--- src/rtl/xbus_io_pkg.sv ---
// Register map and sizing helpers shared by the XBUS I/O controller and its input channels.
// All offsets are word indices taken from wb_adr_i[5:2].
package xbus_io_pkg;

  localparam int ADR_W = 4;

  localparam logic [ADR_W-1:0] OFS_OUT        = 4'h0;
  localparam logic [ADR_W-1:0] OFS_OUT_SET    = 4'h1;
  localparam logic [ADR_W-1:0] OFS_OUT_CLR    = 4'h2;
  localparam logic [ADR_W-1:0] OFS_OUT_TGL    = 4'h3;
  localparam logic [ADR_W-1:0] OFS_PULSE_LEN  = 4'h4;
  localparam logic [ADR_W-1:0] OFS_PULSE_TRIG = 4'h5;
  localparam logic [ADR_W-1:0] OFS_IN         = 4'h6;
  localparam logic [ADR_W-1:0] OFS_EVT        = 4'h7;
  localparam logic [ADR_W-1:0] OFS_EVT_EN     = 4'h8;

  function automatic int deb_cnt_w(input int deb_cycles);
    return $clog2(deb_cycles + 1);
  endfunction

endpackage

--- src/rtl/xbus_io_ctrl_debounce.sv ---
// One sensor input: 2-FF synchroniser, stability counter and rising-edge strobe.
// Debounced level follows a clean raw edge after 2+DEB_CYCLES cycles; rise_o pulses on that edge.
module io_debounce
  import xbus_io_pkg::*;
#(
  parameter int DEB_CYCLES = 500000
) (
  input  logic clk,
  input  logic rst,
  input  logic raw_i,
  output logic deb_o,
  output logic rise_o
);

  localparam int CW = deb_cnt_w(DEB_CYCLES);

  logic          sync0_q, sync0_d, sync1_q, sync1_d, deb_q, deb_d;
  logic [CW-1:0] cnt_q, cnt_d;

  // Any cycle where the synchronised level agrees with the debounced one restarts the count.
  always_comb begin
    sync0_d = raw_i;
    sync1_d = sync0_q;
    deb_d   = deb_q;
    cnt_d   = '0;
    rise_o  = 1'b0;
    if (sync1_q != deb_q) begin
      if (cnt_q == CW'(DEB_CYCLES - 1)) begin
        deb_d  = sync1_q;
        rise_o = sync1_q;
      end else begin
        cnt_d = cnt_q + CW'(1);
      end
    end
  end

  always_ff @(posedge clk) begin
    if (rst) begin
      sync0_q <= 1'b0;
      sync1_q <= 1'b0;
      deb_q   <= 1'b0;
      cnt_q   <= '0;
    end else begin
      sync0_q <= sync0_d;
      sync1_q <= sync1_d;
      deb_q   <= deb_d;
      cnt_q   <= cnt_d;
    end
  end

  assign deb_o = deb_q;

endmodule

--- src/rtl/xbus_io_ctrl.sv ---
// Wishbone slave driving actuator outputs (set/clr/toggle/timed pulse) and debounced sensor events.
// ack/err one cycle after a request, then one idle cycle; never stalls beyond that.
module xbus_io_ctrl
  import xbus_io_pkg::*;
#(
  parameter int N_OUT      = 4,
  parameter int N_IN       = 2,
  parameter int TIMER_W    = 24,
  parameter int DEB_CYCLES = 500000
) (
  input  logic             clk,
  input  logic             rst,
  input  logic [31:0]      wb_adr_i,
  input  logic [31:0]      wb_dat_i,
  output logic [31:0]      wb_dat_o,
  input  logic             wb_we_i,
  input  logic [3:0]       wb_sel_i,
  input  logic             wb_stb_i,
  input  logic             wb_cyc_i,
  output logic             wb_ack_o,
  output logic             wb_err_o,
  output logic [N_OUT-1:0] out_o,
  input  logic [N_IN-1:0]  in_i,
  output logic             irq_o
);

  logic [N_OUT-1:0]   out_q, out_d;
  logic [TIMER_W-1:0] cnt_q [N_OUT];
  logic [TIMER_W-1:0] cnt_d [N_OUT];
  logic [TIMER_W-1:0] plen_q, plen_d;
  logic [N_IN-1:0]    evt_q, evt_d, en_q, en_d, deb, rise, w1c;
  logic               ack_q, ack_d, err_q, err_d, irq_q, irq_d;
  logic [31:0]        dat_q, dat_d, bm, wdat_m, rd;
  logic [ADR_W-1:0]   adr;
  logic               req, wr;
  logic               unused_bits;

  for (genvar i = 0; i < N_IN; i++) begin : g_in
    io_debounce #(.DEB_CYCLES(DEB_CYCLES)) u_deb (
      .clk    (clk),
      .rst    (rst),
      .raw_i  (in_i[i]),
      .deb_o  (deb[i]),
      .rise_o (rise[i])
    );
  end

  always_comb begin
    bm     = {{8{wb_sel_i[3]}}, {8{wb_sel_i[2]}}, {8{wb_sel_i[1]}}, {8{wb_sel_i[0]}}};
    wdat_m = wb_dat_i & bm;
    adr    = wb_adr_i[ADR_W+1:2];
    req    = wb_cyc_i & wb_stb_i & ~ack_q & ~err_q;
    ack_d  = req & (adr <= OFS_EVT_EN);
    err_d  = req & (adr > OFS_EVT_EN);
    wr     = ack_d & wb_we_i;
    rd     = '0;
    case (adr)
      OFS_OUT:       rd[N_OUT-1:0]   = out_q;
      OFS_PULSE_LEN: rd[TIMER_W-1:0] = plen_q;
      OFS_IN:        rd[N_IN-1:0]    = deb;
      OFS_EVT:       rd[N_IN-1:0]    = evt_q;
      OFS_EVT_EN:    rd[N_IN-1:0]    = en_q;
      default:       rd              = '0;
    endcase
    dat_d = (ack_d & ~wb_we_i) ? rd : '0;
    irq_d = |(evt_q & en_q);
  end

  // Expiry is applied first so that a software write on the same edge overrides it.
  always_comb begin
    out_d  = out_q;
    cnt_d  = cnt_q;
    plen_d = plen_q;
    en_d   = en_q;
    w1c    = '0;
    for (int c = 0; c < N_OUT; c++) begin
      if (cnt_q[c] != '0) begin
        cnt_d[c] = cnt_q[c] - TIMER_W'(1);
        if (cnt_q[c] == TIMER_W'(1)) out_d[c] = 1'b0;
      end
    end
    if (wr) begin
      case (adr)
        OFS_OUT:
          for (int c = 0; c < N_OUT; c++)
            if (bm[c]) begin out_d[c] = wb_dat_i[c]; cnt_d[c] = '0; end
        OFS_OUT_SET:
          for (int c = 0; c < N_OUT; c++)
            if (wdat_m[c]) begin out_d[c] = 1'b1; cnt_d[c] = '0; end
        OFS_OUT_CLR:
          for (int c = 0; c < N_OUT; c++)
            if (wdat_m[c]) begin out_d[c] = 1'b0; cnt_d[c] = '0; end
        OFS_OUT_TGL:
          for (int c = 0; c < N_OUT; c++)
            if (wdat_m[c]) begin out_d[c] = ~out_q[c]; cnt_d[c] = '0; end
        OFS_PULSE_LEN:
          plen_d = (plen_q & ~bm[TIMER_W-1:0]) | wdat_m[TIMER_W-1:0];
        OFS_PULSE_TRIG:
          for (int c = 0; c < N_OUT; c++)
            if (wdat_m[c] && plen_q != '0) begin out_d[c] = 1'b1; cnt_d[c] = plen_q; end
        OFS_EVT:    w1c  = wdat_m[N_IN-1:0];
        OFS_EVT_EN: en_d = (en_q & ~bm[N_IN-1:0]) | wdat_m[N_IN-1:0];
        default: ;
      endcase
    end
    evt_d = (evt_q & ~w1c) | rise;
  end

  always_ff @(posedge clk) begin
    if (rst) begin
      out_q  <= '0;
      cnt_q  <= '{default: '0};
      plen_q <= '0;
      evt_q  <= '0;
      en_q   <= '0;
      ack_q  <= 1'b0;
      err_q  <= 1'b0;
      dat_q  <= '0;
      irq_q  <= 1'b0;
    end else begin
      out_q  <= out_d;
      cnt_q  <= cnt_d;
      plen_q <= plen_d;
      evt_q  <= evt_d;
      en_q   <= en_d;
      ack_q  <= ack_d;
      err_q  <= err_d;
      dat_q  <= dat_d;
      irq_q  <= irq_d;
    end
  end

  assign unused_bits = ^{wb_adr_i[31:ADR_W+2], wb_adr_i[1:0], wdat_m, bm};

  assign out_o    = out_q;
  assign wb_ack_o = ack_q;
  assign wb_err_o = err_q;
  assign wb_dat_o = dat_q;
  assign irq_o    = irq_q;

endmodule
--- config.mk ---
export PLATFORM = sky130hd
export DESIGN_NAME = xbus_io_ctrl
export DESIGN_NICKNAME = d
export VERILOG_FILES = /design/src/rtl/xbus_io_pkg.sv /design/src/rtl/xbus_io_ctrl_debounce.sv /design/src/rtl/xbus_io_ctrl.sv
export SDC_FILE = /design/constraint.sdc
export NUM_CORES = 1
export LEC_CHECK = 0
export CORE_MARGIN = 8
export CORE_UTILIZATION = 50
export CTS_BUF_LIST = sky130_fd_sc_hd__clkbuf_8
export DETAILED_ROUTE_END_ITERATION = 7
export PLACE_DENSITY = 0.85
export SYNTH_ARGS = -nofsm -noshare
export SYNTH_HDL_FRONTEND = slang
export SYNTH_HIERARCHICAL = 1
export SYNTH_SLANG_ARGS = --single-unit
--- constraint.sdc ---
create_clock -name clk -period 2.7 [get_ports clk]
set_clock_uncertainty 0.05 [all_clocks]
set_input_delay 0.54 -clock clk [delete_from_list [all_inputs] [get_ports clk]]
set_output_delay 0.54 -clock clk [all_outputs]
set_load 0.02 [all_outputs]
==> metrics.yaml <==
outcome: "finished, final reports clean"
crit_path_top_delay_cell: "or4_4"
stdcell_area_sq_um: 11500
endpoint_kind: "flip-flop"
pre_cts_ws_ps: -183
maxSlewHeadroom_pct: 46.9
cts.clk_slew.worst_paths_ps: 100
synth_edf_count: 0
final_cells: 1501
diodes: 0
detailroute.via_count: 9090
rrSetupSlack_ps: 100
syn_inst: 1119
async_reset_ff_share_pct: 0
hold_buffers: 0
rr_worst_depth: 7
slowest_delay_ps: 570
die_area_sq_um: 23800
synth_compound_area_share_pct: 14.1
rows: 50
die_y_microns: 154
start_kind: "flip-flop"
rsz0062_at_grt: "false"
top_layer_used: "met4"
fmax_mhz: 385
drc: 0
met2_wirelength_mm: 12.1
nets: 1343
start_util_pct: 51.0
hpwl_mm: 19.7
gp_congestion: 0.947
leakagePower_nw: 4.25
pin_count: 114
hold_ws_ps: 395
root_buffer: "clkbuf_8"
routed_wl_mm: 27.2
hold_depth: 1
hold_viol_final: 0
synth.area.mux_share_pct: 3.97
met3WireLength_mm: 2.42
fin_ws_ps: 102
hold_end: "g_in[0].u_deb/sync1_q"
overflow: 0
hold_class: "reg -> reg"
r2r_start: "cnt_q[58]"
dieWidth_microns: 154
postSynthAreaPerCell_sq_um: 8.55
cts_buffers: 17
worstPathArrival_ps: 2900
finalCriticalPeriod_ps: 2600
cts_htree_levels: 4
slew_violations: 0
critPathKind: "reg -> reg"
drive_above_1_share_pct: 11.4
synth_cell_type_count: 72
ys_top_cells_by_count: "dfxtp_1, nor2_1, nand2_1"
synthAdderAreaFrac_pct: 1.70
setup_violations: 0
synth_top_family_by_area: "simple AND/OR/NAND/NOR gates"
grtUsageTotal_pct: 22.6
yosysWarningCount: 6
worst_r2r_endpoint: "out_o[1]"
cts.repair.resized: 0
max-vdd-ir-drop_v: 0.000646
grt_pass1_vias: 8672
grt_max_degree: 43
crit_path_frequent_cell: "or4_1"
wire_per_inst_microns: 18.1
place.port_buffers: 68
core_region_area_sq_um: 18800
yosysTopAreaCellShare_pct: 41.6
ys_ff_latch: 199
utilization_pct: 61.1
tns_ps: 0
drv_cap: 0
cp.required_ps: 3000
cts_sinks: 199
synth_xor_area_share_pct: 8.24
drt_first_pass_iters: 6
wl_met1_mm: 11.5
ys.flop_type: "dfxtp_1"
worstPathCellList: "or4_4 > or4_1 > or2_2 > nor3_1 > buf_4 > or4_1 > o21ai_0"
yosysMostFrequentCell: "dfxtp_1"
cts_tree: "yes"
crit_fanout: 6
tightest_slew_ps: 790
cts_setup_buffers: 0
clock_path_buffers: 2
area_delta_synth_final_pct: 19.7
dpl_cell_area_sq_um: 11100
synth-simple-area-share_pct: 26.7
synthTopCellsByArea: "dfxtp_1, xnor2_1, nor2_1"
worstSkewPairLatency_ps: 480
initialDrtViolationCount: 918
yosysSeqAreaShare_pct: 41.6
hp-start: "g_in[0].u_deb/sync0_q"
fin_crit_sh_pct: 96.2
drtAntennaViolNets: 0
grt_pass1_wl_mm: 44.1
grt_antenna_before_repair: 0
power_mw: 10.3
detail_route.vias_per_cell: 6.06
yosys.area.top_type: "dfxtp_1"
powerDensity_nw_per_um2: 896
dpl.cell_count: 1470
syn_area_sq_um: 9570
==> where the power goes <==
group | internal [mW] | total (mW) | switching, mW | leakage (nW)
combinational | 2.02 | 4.38 | 2.36 | 2.43
clock | 0.930 | 1.98 | 1.05 | 0.202
sequential | 3.42 | 3.91 | 0.488 | 1.62
==> placed cells by master, fill, tap and decap left out, types with 13 or more instances in the layout <==
cell,n
clkdlybuf4s50_1,67
nand4_1,21
o22ai_1,41
xnor2_1,69
or3_1,18
nand2_1,92
inv_1,34
mux2i_1,38
a21oi_1,43
nor4_1,44
nor3_1,45
or4_1,14
o21ai_0,59
dfxtp_1,199
xor2_1,21
and2_1,25
ha_1,13
nor2b_1,14
clkbuf_8,18
buf_4,85
nor2_1,120
nand3_1,31
==> worst max-delay path: cells and delay by family (launching register included) <==
family / cells / cell delay (ps)
buf+inv: 1 / 160
simple gates: 5 / 1820
flops: 1 / 360
compound gates: 1 / 80
==> how the worst max path moves through the flow <==
stage                         start         to  slack, ps  depth (start not counted)
after floorplan           cnt_q[84]  cnt_q[93]        260                          6
after global placement     wb_stb_i   out_o[1]       -120                          7
after detailed placement   wb_stb_i  cnt_q[85]       -180                          8
final                     cnt_q[58]   out_o[1]        100                          7
after global routing      cnt_q[48]  cnt_q[64]         20                          9
after CTS                 cnt_q[58]   out_o[1]        120                          7
==> final cells by class <==
class | instances | area, sq um
fillers | 1586 | 7310
multi-input cells | 847 | 5270
inverters | 33 | 124
clock buffers | 18 | 248
well taps | 234 | 293
clock inverters | 13 | 154
flip-flops and latches | 199 | 3980
repair buffers | 157 | 1390
==> cell families after synthesis <==
group | after synthesis
multiplexers | 38
other | 1
adder cells (fa/ha/maj) | 13
AO/OA/AOI/OAI | 214
buffers and inverters | 80
AND/OR/NAND/NOR | 484
XOR/XNOR | 90
flip-flops | 199
==> layer usage <==
layer	track usage [%]	vias up
met4	11.0	0
met2	35.8	403
met1	28.2	4291
li1	-	4310
met5	0	-
met3	5.85	86
Power figures use the tool's default switching activity.
